**src/rtl/pipe_hazard_pkg.sv**
```systemverilog
// Shared encodings for the pipeline hazard logic: operand-forward selects
// and multiply/divide unit states.
package pipe_hazard_pkg;

  typedef enum logic [1:0] {
    FWD_RF    = 2'b00,
    FWD_EXE   = 2'b01,
    FWD_MEM   = 2'b10,
    FWD_MDOUT = 2'b11
  } fwd_sel_e;

  typedef enum logic [1:0] {
    MD_IDLE = 2'b00,
    MD_BUSY = 2'b01,
    MD_DONE = 2'b10
  } md_state_e;

  // Wide enough for the largest legal MD latency (15).
  localparam int MD_CNT_W = 4;

endpackage

```
**src/rtl/pipe_fwd_sel.sv**
```systemverilog
// Forwarding select for one ID source operand; also flags a load-use hit
// against the instruction currently in EXE.
module pipe_fwd_sel
  import pipe_hazard_pkg::*;
#(
  parameter int REG_AW = 5
) (
  input  logic [REG_AW-1:0] i_src,
  input  logic              i_use,
  input  logic [REG_AW-1:0] i_e_rd,
  input  logic              i_e_wreg,
  input  logic              i_e_reg2reg,
  input  logic [REG_AW-1:0] i_m_rd,
  input  logic              i_m_wreg,
  input  logic              i_m_reg2reg,
  output fwd_sel_e          o_fwd,
  output logic              o_load_use
);

  logic w_live;
  logic w_e_hit;
  logic w_m_hit;

  // Register 0 is hard-wired zero, so it never needs a bypass.
  assign w_live  = i_use && (i_src != '0);
  assign w_e_hit = w_live && i_e_wreg && (i_e_rd == i_src);
  assign w_m_hit = w_live && i_m_wreg && (i_m_rd == i_src);

  assign o_load_use = w_e_hit && i_e_reg2reg;

  always_comb begin
    // NOTE: default first so every path assigns o_fwd and no latch is inferred.
    o_fwd = FWD_RF;
    if (w_e_hit && !i_e_reg2reg)     o_fwd = FWD_EXE;
    else if (w_m_hit && !i_m_reg2reg) o_fwd = FWD_MEM;
    else if (w_m_hit && i_m_reg2reg)  o_fwd = FWD_MDOUT;
  end

endmodule

```
**src/rtl/pipe_hazard_unit.sv**
```systemverilog
// Hazard unit: operand forwarding, load-use and multiply/divide stalls,
// taken-branch flush, and a saturating stall-cycle counter.
module pipe_hazard_unit
  import pipe_hazard_pkg::*;
#(
  parameter int REG_AW = 5,
  parameter int MD_LAT = 4,
  parameter int CNT_W  = 16
) (
  input  logic              Clk,
  input  logic              Clrn,
  input  logic [REG_AW-1:0] D_Rs,
  input  logic [REG_AW-1:0] D_Rt,
  input  logic              D_UseRs,
  input  logic              D_UseRt,
  input  logic              D_IsMd,
  input  logic              D_UseHiLo,
  input  logic [REG_AW-1:0] E_Rd,
  input  logic [REG_AW-1:0] M_Rd,
  input  logic              E_Wreg,
  input  logic              M_Wreg,
  input  logic              E_Reg2reg,
  input  logic              M_Reg2reg,
  input  logic              M_Taken,
  output logic [1:0]        FwdA,
  output logic [1:0]        FwdB,
  output logic              we_irid,
  output logic              Bubble,
  output logic              FlushID,
  output logic              Md_Busy,
  output logic              Md_Done,
  output logic [CNT_W-1:0]  StallCnt
);

  md_state_e           r_state;
  logic [MD_CNT_W-1:0] r_md_cnt;
  logic                r_md_busy;
  logic                r_md_done;
  logic [CNT_W-1:0]    r_stall_cnt;

  fwd_sel_e  w_fwd_a;
  fwd_sel_e  w_fwd_b;
  logic      w_ld_use_a;
  logic      w_ld_use_b;
  md_state_e w_state;
  logic      w_md_stall;
  logic      w_md_start;

  pipe_fwd_sel #(.REG_AW(REG_AW)) u_fwd_a (
    .i_src       (D_Rs),
    .i_use       (D_UseRs),
    .i_e_rd      (E_Rd),
    .i_e_wreg    (E_Wreg),
    .i_e_reg2reg (E_Reg2reg),
    .i_m_rd      (M_Rd),
    .i_m_wreg    (M_Wreg),
    .i_m_reg2reg (M_Reg2reg),
    .o_fwd       (w_fwd_a),
    .o_load_use  (w_ld_use_a)
  );

  pipe_fwd_sel #(.REG_AW(REG_AW)) u_fwd_b (
    .i_src       (D_Rt),
    .i_use       (D_UseRt),
    .i_e_rd      (E_Rd),
    .i_e_wreg    (E_Wreg),
    .i_e_reg2reg (E_Reg2reg),
    .i_m_rd      (M_Rd),
    .i_m_wreg    (M_Wreg),
    .i_m_reg2reg (M_Reg2reg),
    .o_fwd       (w_fwd_b),
    .o_load_use  (w_ld_use_b)
  );

  assign FwdA = w_fwd_a;
  assign FwdB = w_fwd_b;

  // While reset is asserted the stall logic sees the unit as idle.
  assign w_state    = Clrn ? MD_IDLE : r_state;
  assign w_md_stall = (w_state != MD_IDLE) && (D_IsMd || D_UseHiLo);

  always_comb begin
    we_irid = 1'b1;
    Bubble  = 1'b0;
    FlushID = 1'b0;
    if (M_Taken) begin
      Bubble  = 1'b1;
      FlushID = 1'b1;
    end else if (w_ld_use_a || w_ld_use_b || w_md_stall) begin
      we_irid = 1'b0;
      Bubble  = 1'b1;
    end
  end

  assign w_md_start = (w_state == MD_IDLE) && D_IsMd && we_irid && !M_Taken;

  // NOTE: synchronous reset lives inside the clocked block; all state uses <=.
  always_ff @(posedge Clk) begin
    if (Clrn) begin
      r_state     <= MD_IDLE;
      r_md_cnt    <= '0;
      r_md_busy   <= 1'b0;
      r_md_done   <= 1'b0;
      r_stall_cnt <= '0;
    end else begin
      if (!we_irid && (r_stall_cnt != {CNT_W{1'b1}}))
        r_stall_cnt <= r_stall_cnt + CNT_W'(1);

      case (r_state)
        MD_IDLE: begin
          if (w_md_start) begin
            r_state   <= MD_BUSY;
            r_md_cnt  <= MD_CNT_W'(MD_LAT - 1);
            r_md_busy <= 1'b1;
          end
        end
        MD_BUSY: begin
          r_md_cnt <= r_md_cnt - MD_CNT_W'(1);
          if (r_md_cnt == MD_CNT_W'(1)) begin
            r_state   <= MD_DONE;
            r_md_done <= 1'b1;
          end
        end
        MD_DONE: begin
          r_state   <= MD_IDLE;
          r_md_busy <= 1'b0;
          r_md_done <= 1'b0;
        end
        default: begin
          r_state   <= MD_IDLE;
          r_md_busy <= 1'b0;
          r_md_done <= 1'b0;
        end
      endcase
    end
  end

  assign Md_Busy  = r_md_busy;
  assign Md_Done  = r_md_done;
  assign StallCnt = r_stall_cnt;

endmodule

```
**config.mk**
```make
export PLATFORM = sky130hd
export DESIGN_NAME = pipe_hazard_unit
export DESIGN_NICKNAME = d
export VERILOG_FILES = /design/src/rtl/pipe_hazard_pkg.sv /design/src/rtl/pipe_fwd_sel.sv /design/src/rtl/pipe_hazard_unit.sv
export SDC_FILE = /design/constraint.sdc
export NUM_CORES = 1
export LEC_CHECK = 0
export CORE_MARGIN = 3
export CORE_UTILIZATION = 41
export DETAILED_ROUTE_END_ITERATION = 8
export GPL_TIMING_DRIVEN = 0
export PLACE_DENSITY = 0.88
export SLEW_MARGIN = 0
export SYNTH_ARGS = -nofsm -noshare
export SYNTH_HDL_FRONTEND = slang
export SYNTH_HIERARCHICAL = 1
export SYNTH_SLANG_ARGS = --single-unit
export TNS_END_PERCENT = 100
```
**constraint.sdc**
```tcl
create_clock -name Clk -period 2.1 [get_ports Clk]
set_clock_uncertainty 0.2 [all_clocks]
set_input_delay 0.21 -clock Clk [delete_from_list [all_inputs] [get_ports Clk]]
set_output_delay 0.21 -clock Clk [all_outputs]
set_load 0.05 [all_outputs]
```
* Word level (Yosys, flattened, before mapping)
Index checks and enable logic that the tools add are counted.
** Word-level totals
- Output and inout port bits :: 25
- Register bits after elaboration :: 24
- Bits of input ports :: 31
- Logic and storage cells :: 79
** Operators by class
- Mux-type cells :: 21
- Add/subtract/negate cells :: 2
- Reduce and logical (&&, ||, !) cells :: 40
- Bitwise logic cells :: 2
- Equal/unequal tests :: 9
** Operators with widths (number)
- 1-bit logical AND :: 23
- 5-bit == test :: 4
- 2-bit 2-to-1 mux :: 9
- 16-bit by 1-bit adder with 16-bit output, second input constant :: 1
- 16-bit inequality test, second input constant :: 1
- 5-bit nonzero test :: 2
- 4-bit one-hot mux with 2 select lines :: 1
- 2-bit AND reduction :: 4
- 1-bit 2-to-1 mux :: 7
- 4-bit by 1-bit == test with 1-bit output, second input constant :: 1
- 1-bit zero test :: 4
- 2-bit zero test :: 2
- 4-bit 2-to-1 mux :: 1
- 2-bit inequality test, second input constant :: 2
- 1-bit one-hot mux with 2 select lines :: 2
- 2-bit one-hot mux with 2 select lines :: 1
- 2-bit nonzero test :: 2
- 4-bit by 1-bit subtractor with 4-bit output, second input constant :: 1
- 1-bit logical OR :: 3
- 2-bit by 1-bit == test with 1-bit output, second input constant :: 1
- 1-bit inverter :: 2

* Logic depth before layout (Yosys ltp)
Gate-level depths: netlist of the first run.
- Depth in word-level cells :: 13
- Depth in mapped cells :: 9
- Gate-level depth less buffers :: 8

* By module
The synthesis of the first run kept the hierarchy.
** By module, submodules not included
- pipe_hazard_unit :: times used 1, area an instance 1266.2 um^2, seq. area each 480.5 um^2, cells each 143
- pipe_fwd_sel :: times used 2, area an instance 182.7 um^2, seq. area each 0.0 um^2, cells each 24

* Least setup slack after synthesis of the first run
No wires, ideal clock.
- Kind :: register to register
- Start :: register r_stall_cnt[0] (netlist: StallCnt[0])
- End :: register r_stall_cnt[9] (netlist: StallCnt[9])
- Arrival time :: 1.936 ns
- Path buffers :: 0
- Cell stages (with the launch flop) :: 7
- Setup slack :: -0.163 ns
- Library setup time :: 0.128 ns
- Cells stage by stage :: dfxtp_1 > ha_1 > nand2_1 > or4_4 > nand4_1 > xor2_1 > nor2_1
** Between the ends
- Cells in the longest elaborated chain, start to end :: 2
** Ends and longest elaborated chain
- from (decl) :: line pipe_hazard_unit.sv:39 : logic [CNT_W-1:0] r_stall_cnt;
- from (signal assigned) :: line pipe_hazard_unit.sv:107 : r_stall_cnt <= r_stall_cnt + CNT_W'(1);
- parallel branches: the longest is 2 deep, another holds 16-bit by 1-bit adder with 16-bit output
Several ways; the timed one is not identified.
A chain may end at the register's enable or synchronous reset.

* Final worst setup path of the first run
- Start :: input D_Rs[2]
- End :: output we_irid
** Between the ends
- Cells in the longest elaborated chain, start to end :: 9
** Ends and longest elaborated chain
- from (decl) :: line pipe_hazard_unit.sv:12 : input logic [REG_AW-1:0] D_Rs,
- 5-bit nonzero test :: line pipe_fwd_sel.sv:25 : assign w_live = i_use && (i_src != '0);
- 1-bit logical AND :: line pipe_fwd_sel.sv:25
- 1-bit logical AND :: line pipe_fwd_sel.sv:26 : assign w_e_hit = w_live && i_e_wreg && (i_e_rd == i_src);
- 1-bit logical AND * :: line pipe_fwd_sel.sv:26
- 1-bit logical AND * :: line pipe_fwd_sel.sv:29 : assign o_load_use = w_e_hit && i_e_reg2reg;
- net w_ld_use_a :: line pipe_hazard_unit.sv:43 : logic w_ld_use_a;
- 1-bit logical OR * (2 in a row) :: line pipe_hazard_unit.sv:89 : end else if (w_ld_use_a || w_ld_use_b || w_md_stall) begin
- 1-bit 2-to-1 mux * :: line pipe_hazard_unit.sv:89
- 1-bit 2-to-1 mux * :: line pipe_hazard_unit.sv:86 : if (M_Taken) begin
- to (decl) :: line pipe_hazard_unit.sv:27 : output logic we_irid,
The timed path passes the listed nets; every way through them passes the cells marked *.

==> impl_results.md, run 1 <==
* # DRC at 0
* R2R Setup Slk at about 130 ps
* DIE AREA at roughly 0.0048 mm2
* GRT overflow at 0
* Worst flop-to-flop path endpoint: StallCnt[9]
* Area Overhead vs Synth at 57.0%
* Fin util at 0.684
* Area share of the largest cell type after synthesis at 0.294
* Part of the cycle the worst path needs at 1.03
* CTS Root Cell: clkbuf_8
* Largest stage delay, worst path at roughly 560 ps
* Async SR Flop Fraction at 0
* Unrepaired setup endpoints after global routing: yes
* Fin. Hold Viols at 0
* Mapped Nets at 225
* Seq/Total Area, Yosys at 0.294
* Crit-path slowest cell: or4_4
* Area leader, netlist: dfxtp_1
* Worst-Margin Slew at 524 ps
* # IOs at 56
* DR vias at between 1500 and 2000
* Critical path startpoint: D_Rs[2]
* Post-synth EDFFs at 0
* Avg WL per Cell at 14.8 um
* Cell count after synthesis at 191
* Required time of the critical path at 1690 ps
* CP Class: primary input to primary output
* Netlist Area Pre-Place at 0.00163 mm2
* Die height at 69.1 um
* Global placer's final weighted congestion at 0.775
* Routed vias/inst at around 5.3
* Max Fanout on Critical Path at 8
* Most used cell, CP: buf_8
* Status: finished, violations left
* Clock transition at path regs at 80 ps
* Ant diodes at 0
* DRT antenna net count at 0
* Clock Sink Count at 24
* HPWL after DPL at 3.32 mm
* LEAKAGE at roughly 1 nW
* Synth Register Bits at 24
* VDD IR max at 0.369 mV
* Synth warn at 6
* # setup viols final at 2
* Critical Path, Cell by Cell: buf_8, or4_4, o2111ai_4, nor3_4, nor2_4, o32a_1, buf_6, buf_8
* Pre-CTS WS at -1220 ps
* CTS Buf Count at 3
* Starting Density at 0.436
* Worst setup path endpoint: we_irid
* Port-buffer cells at 54
* CTS tree: done
* Clock Latency Late Sink at 270 ps
* Die width at ~69 um
* Clock Tree Buf Depth at 2
* Net count reported at finish at 295
* Fmax at 0.460 GHz
* Max-cap check violation count at 0
* Crit path capture type: primary output
* Mean Syn Cell Area at 8.54 um2
* Initial antenna violation count at 0
* Share of layout cells above drive strength 1 at 0.323
* Initial DRC Count at 94
* Reg2reg start: StallCnt[0]
* Tightest Hold Check Type: primary input to register
* Row count at 22
* DR pass1 iterations at 4
* Failing checks: setup timing
* Htree depth at 1
* Yosys cell types at 40
* First-pass GRT wire length at 7.60 mm
* Setup ws final at -72.0 ps
* Top post-synthesis cells by area: dfxtp_1 29%, xnor2_1 13%, nor2_1 4.8%
* Post-synth top flop: dfxtp_1
* Total global routing track utilization at 0.189
* Largest net degree at the start of global routing at 14
* CP arrival at ~1800 ps
* Routed wire length at 4.57 mm
* Pwr dens at 426 mW/mm2
* Tmin final at ~2200 ps
* Slew Limit Fails at 0
* Critical path startpoint category: primary input
* Slew HR at 0.648
* Core area at 0.00374 mm2
* Reg2Reg Depth at 6
* Vias in the first global route at ~1600
## worst min path at each step
stage | to | startpoint | cells after the start | slack [ps]
floorplan | r_md_cnt[1] | Clrn | 2 | 210
global placement | r_md_cnt[1] | Clrn | 2 | 230
detailed placement | r_md_cnt[1] | Clrn | 2 | 230
CTS | r_md_cnt[2] | Clrn | 3 | 70
global route | r_md_cnt[2] | Clrn | 3 | 80
finish | r_md_cnt[2] | Clrn | 3 | 70
## layout make-up
cell class | count | area [um2]
Multi-Input combinational cell | 157 | 1280
Fill cell | 296 | 1180
Timing Repair Buffer | 65 | 616
Sequential cell | 24 | 492
Tap cell | 48 | 60.1
Clock buffer | 4 | 55.1
Buffer | 5 | 37.5
Inverter | 5 | 18.8
## metrics by stage
stage               cell area, um2  hold WS, ps  TNS (ps)  std cells  total power [mW]
floorplan                     1660          208      -226        191             0.628
global placement              2260          229    -16020        293             0.729
detailed placement            2260          230    -17290        293             0.736
CTS                           2470         71.6      -320        304              1.08
global route                  2560         84.3      -322        308              1.15
finish                        2560         68.8      -123        308              1.09
## cells by family after synthesis
| logic type | Yosys count | share of synthesized area |
|---|---|---|
| and+or+nand+nor | 95 | 0.354 |
| xor gates and xnor gates | 31 | 0.166 |
| DFF | 24 | 0.294 |
| buffers and inverters | 10 | 0.0345 |
| AOI/OAI and AO/OA | 28 | 0.128 |
| adders and majority gates | 3 | 0.0230 |
## synth_stat cells, types with 2 or more instances
library cell  instances
a21o_1                4
a21oi_1               9
and2_2                2
and4_1                2
buf_6                 2
clkbuf_1              2
dfxtp_1              24
ha_1                  3
inv_1                 5
nand2_1              10
nand2b_1              5
nand3_1              15
nand4_1               5
nor2_1               21
nor2b_1               4
nor3_1                7
nor3b_1               2
nor4_1                6
nor4b_2               2
o2111ai_2             2
o211ai_1              2
o21ai_0               5
or3_1                 4
or4_4                 3
xnor2_1              24
xor2_1                7
## power by group
group / leakage (nW) / total [mW] / internal, mW / switching, mW
registers: 0.199 / 0.479 / 0.467 / 0.0115
logic: 0.768 / 0.298 / 0.143 / 0.155
clock network: 0.0288 / 0.314 / 0.167 / 0.147
## layout by cell type, fill, tap and decap left out, types with 7 or more instances in the layout
cell and count:
a21oi_1 8, buf_4 10, buf_6 10, clkbuf_2 7, clkdlybuf4s50_1 26, dfxtp_1 15, dfxtp_2 9, nand2_1 10
nand3_1 11, nor2_1 19, xnor2_1 21, xor2_1 7
## state kept, by name, summed over array words and instances, names as in the netlist
| register | cells |
|---|---|
| Md_Busy | 1 |
| r_state | 2 |
| Md_Done | 1 |
| StallCnt | 16 |
| r_md_cnt | 4 |
## critical path: cells and delay by family
family / cells / cell delay (ps)
AND/OR/NAND/NOR: 3 / 720
AO/OA/AOI/OAI: 2 / 420
buffers and inverters: 3 / 400
## layer usage
metal,wire length (um),vias up,track usage
met5,0,-,0
met4,54,0,0.0456
met3,141,8,0.0277
met2,2490,30,0.349
met1,1890,776,0.228
li1,-,826,-
## timing repair
item,CTS,global route
pin swaps,12,16
buffers inserted,6,5
endpoints found under the setup margin,29,17
hold buffers,1,0
gates resized for setup,108,37
endpoints found under the hold margin,2,0
cloned,0,0
(Power assumes the default switching activity.)
==> inputs of run 2 (changes only) <==
CORE_UTILIZATION = 45   (was 41)
PLACE_DENSITY = 0.91   (was 0.88)
clock period = 2.23 ns   (was 2.1 ns; I/O delays follow)
==> impl_results.md, run 2 (synthesized netlist as in run 1, its figures left out) <==
* Comb power frac at 0.280
* Routed vias/inst at roughly 5.8
* Net count reported at finish at 297
* Met3 wire len at 326 um
* Total global routing track utilization at 0.214
* Avg WL per Cell at between 15 and 20 um
* # setup viols final at 3
* Port-buffer cells at between 50 and 60
* Largest net degree at the start of global routing at 14
* Fin util at 0.724
* Slew Limit Fails at 0
* Clock Sink Count at 24
* Part of the cycle the worst path needs at 1.01
* Max-cap check violation count at 0
* Fmax at ~0.44 GHz
* Post-route cell area at 0.00247 mm2
* Clock Tree Buf Depth at 2
* Clock Latency Late Sink at about 320 ps
* DR vias at 1776
* Pint at about 670 uW
* Share of power burned in the clock network at 0.247
* Clock transition at path regs at roughly 130 ps
* Area Overhead vs Synth at 51.5%
* Failing checks: setup timing
* Row count at 21
* Seq pwr share at 0.473
* Placed cells at 291
* Top layer in use: met4
* Required time of the critical path at around 1800 ps
* R2R Setup Slk at 140 ps
* # DRC at 0
* Initial antenna violation count at 0
* CP arrival at 1830 ps
* Worst flop-to-flop path endpoint: StallCnt[6]
* Routed wire length at 5.01 mm
* Switching Fraction at 0.301
* Worst Hold Depth at 1
* Reg2Reg Depth at 7
* Largest stage delay, worst path at between 500 and 600 ps
* Worst-Margin Slew at 499 ps
* Die height at 66.2 um
* Tightest Hold Check Type: register to register
* Fin Setup TNS at -47.5 ps
* Initial DRC Count at 117
* Global placer's final weighted congestion at 0.803
* Critical Path, Cell by Cell: buf_2, or4_4, o2111ai_4, nor3_4, nor2_2, o32a_1, buf_6, buf_8
* DRT antenna net count at 0
* Core area at around 0.0034 mm2
* Share of layout cells above drive strength 1 at 0.248
* Ant diodes at 0
* Status: finished, violations left
* Tmin final at 2260 ps
* Htree depth at 1
* CTS Buf Count at 3
* FILL cells at 246
* Die width at ~66 um
* LEAKAGE at around 0.9 nW
* Min-Delay Endpoint: Md_Done
* Pwr dens at slightly below 400 mW/mm2
* Most common cell after layout, fill and taps aside: clkdlybuf4s50_1
* Setup ws final at -27.8 ps
* VDD IR max at 0.385 mV
* Vias in the first global route at 1627
* Max reg flops at 16
* Crit-path slowest cell: or4_4
* Met2 wire len at 2.64 mm
* Reg2reg start: r_state[1]
* Layout Cells excl Fill at 308
* CTS tree: done
* Most frequent cells in the layout: 32 x clkdlybuf4s50_1, 22 x dfxtp_1, 22 x xnor2_1
* Wl on met1 at 1.97 mm
* Critical path startpoint category: primary input
* HP Start: Md_Done
* Switch Pwr at 288 uW
* Placed cell area at ~0.0022 mm2
* # IOs at 56
* Unrepaired setup endpoints after global routing: yes
* CP Class: primary input to primary output
* DIE AREA at 0.00438 mm2
* Starting Density at 0.478
* Fin. Hold Viols at 0
* DR pass1 iterations at 4
* Max Fanout on Critical Path at 3
* Slew HR at 0.666
* First-pass GRT wire length at approximately 7.3 mm
* CTS Root Cell: clkbuf_4
* HPWL after DPL at 3.12 mm
* GRT overflow at 0
* Crit path capture type: primary output
## run 2: cell count changes in the layout (fill, tap and decap cells not counted), sizes merged
cell / change
buf: -1
clkdlybuf4s50: +6
dlygate4sd2: +4
dlymetal6s2s: -3
clkbuf: -4
## run 2: stage by stage
stage               setup WS, ps  total power [mW]  hold WS (ps)
global placement           -1180             0.686           240
finish                     -27.8             0.954           276
global route               -97.4             0.996           307
CTS                        -16.8             0.944           278
detailed placement         -1160             0.693           242
floorplan                   3.97             0.590           221
## run 2: cell type report
cell class	count	area [um2]	share of cell area
inverter	5	18.8	0.00759
timing repair buffer	67	601	0.243
multi-input combinational	157	1240	0.501
tap	46	57.6	0.0233
buffer	5	37.5	0.0152
clock buffer	4	36.3	0.0147
sequential	24	483	0.195
## run 2: what timing repair did
item                       CTS  global route
gates cloned                 1             0
setup buffers                7             4
setup endpoints to repair   26             9
pin swaps                   11            10
gates resized for setup     88            20
hold endpoints to repair     2             0
hold buffers                 1             0
## run 2: power by group through the flow
stage          clock network, mW  registers, mW  logic (mW)
2_1_floorplan                  0          0.469       0.122
3_3_place_gp                   0          0.460       0.226
3_5_place_dp                   0          0.460       0.232
4_1_cts                    0.242          0.451       0.251
5_1_grt                    0.257          0.453       0.286
6_report                   0.235          0.451       0.268
## run 2: worst max path at each step
stage,slack [ps],cells after the start,start,to
floorplan,4,5,StallCnt[3],StallCnt[9]
global placement,-1180,8,D_Rt[0],we_irid
detailed placement,-1160,8,D_Rt[0],we_irid
CTS,-20,8,D_Rs[2],we_irid
global route,-100,8,D_Rs[2],we_irid
finish,-30,8,D_Rt[1],we_irid
## run 2: worst max-delay path, delay by kind of cell
kind,cells,cell delay (ps)
simple gates,3,760
buf+inv,3,410
compound gates,2,450
## run 2: per-layer routing
metal,global-route usage,vias up
met2,0.383,79
met3,0.0459,10
li1,-,834
met5,0,-
met1,0.255,853
met4,0.0609,0
==> inputs of run 3 (changes only) <==
SKIP_LAST_GASP = 1   (was unset)
==> impl_results.md, run 3 (synthesized netlist as in run 1, its figures left out) <==
* Critical path startpoint: D_Rs[4]
* # DRC at 0
* Initial DRC Count at approximately 160
* CP arrival at 1870 ps
* DR vias at about 1800
* Max reg flops at 16
* Fin. Hold Viols at 0
* VDD IR max at just under 0.4 mV
* Post-route cell area at 0.00249 mm2
* Clock Sink Count at 24
* Worst Hold Depth at 1
* Net count reported at finish at about 300
* Fin util at 0.728
* Worst flop-to-flop path endpoint: StallCnt[5]
* Routed vias/inst at 5.72
* Most frequent cells in the layout: 32 x clkdlybuf4s50_1, 22 x dfxtp_1, 21 x xnor2_1
* Max Fanout on Critical Path at 3
* Slew HR at 0.666
* Core area at about 0.0034 mm2
* Tmin final at 2290 ps
* Pwr dens at 386 mW/mm2
* Tightest Hold Check Type: register to register
* Unrepaired setup endpoints after global routing: yes
* Largest net degree at the start of global routing at 14
* Failing checks: setup timing
* CP Class: primary input to primary output
* DR pass1 iterations at 5
* Status: finished, violations left
* Reg2Reg Depth at 7
* Setup ws final at -58.8 ps
* DRT antenna net count at 0
* # IOs at 56
* Clock Tree Buf Depth at 2
* Starting Density at 0.478
* Placed cells at around 290
* Ant diodes at 0
* Max-cap check violation count at 0
* Reg2reg start: StallCnt[0]
* Avg WL per Cell at approximately 17 um
* Port-buffer cells at 54
* Slew Limit Fails at 0
* Row count at 21
* Share of layout cells above drive strength 1 at 0.255
* Critical path startpoint category: primary input
* GRT overflow at 0
* Die width at ~66 um
* Routed wire length at 5.13 mm
* Vias in the first global route at 1637
* Fmax at 0.437 GHz
* CTS Buf Count at 3
* # setup viols final at 3
* Final hold slack at 276 ps
* First-pass GRT wire length at 7.35 mm
* Required time of the critical path at 1810 ps
* Fin Setup TNS at -87.2 ps
* Global placer's final weighted congestion at around 0.80
* CTS Root Cell: clkbuf_4
* R2R Setup Slk at 110 ps
* Part of the cycle the worst path needs at 1.03
* Layout Cells excl Fill at 309
* CTS tree: done
* Area Overhead vs Synth at 52.5%
* HPWL after DPL at 3.12 mm
* DIE AREA at 0.00438 mm2
* Htree depth at 1
* Initial antenna violation count at 0
* HP Start: Md_Done
* Placed cell area at 0.00223 mm2
* Total global routing track utilization at 0.215
* Min-Delay Endpoint: Md_Done
* Die height at approximately 66 um
* Worst-Margin Slew at 500 ps
* LEAKAGE at ~0.9 nW
* Most common cell after layout, fill and taps aside: clkdlybuf4s50_1
* Clock transition at path regs at 130 ps
* Crit path capture type: primary output
* Clock Latency Late Sink at 320 ps
## run 3: repair_timing
item                       in CTS  in global routing
hold endpoints to repair        2                  0
resized for setup              78                 28
setup buffers                   7                  5
hold buffers                    1                  0
setup endpoints to repair      26                 13
pin swaps                      11                 12
cloned                          1                  0
## run 3: how the worst max path moves through the flow
stage / end / slack, ps / depth (start not counted)
4_1_cts: we_irid / -90 / 8
3_5_place_dp: we_irid / -1160 / 8
5_1_grt: we_irid / -140 / 8
2_1_floorplan: StallCnt[9] / 4 / 5
6_report: we_irid / -60 / 8
3_3_place_gp: we_irid / -1180 / 8
## run 3: metrics by stage
stage          power, mW  setup WS, ps
2_1_floorplan      0.590          3.97
3_3_place_gp       0.686         -1180
3_5_place_dp       0.693         -1160
4_1_cts            0.945         -90.7
5_1_grt             1.00          -142
6_report           0.961         -58.8
## run 3: power by group
part | internal (mW) | leakage [nW] | switching, mW
clock network | 0.100 | 0.0210 | 0.137
registers | 0.441 | 0.195 | 0.0104
logic | 0.128 | 0.701 | 0.146
## run 3: area by class of cell
| cell class | count | area, um2 |
|---|---|---|
| tap | 46 | 57.6 |
| inverter | 5 | 18.8 |
| clock buffer | 4 | 36.3 |
| multi-input combinational | 157 | 1250 |
| buffer | 5 | 37.5 |
| timing repair buffer | 68 | 604 |
| sequential | 24 | 483 |
| fill | 242 | 928 |
## run 3: critical path: stages
cell	delay, ps
clkdlybuf4s15_2	220
or4_4	510
o2111ai_4	230
nor3_4	70
nor2_2	110
o32a_1	220
buf_6	140
buf_8	140
## run 3: layer usage
metal | wire, um | GRT usage
met1 | 2020 | 0.255
met2 | 2730 | 0.383
met3 | 313 | 0.0476
met4 | 72 | 0.0660
met5 | 0 | 0
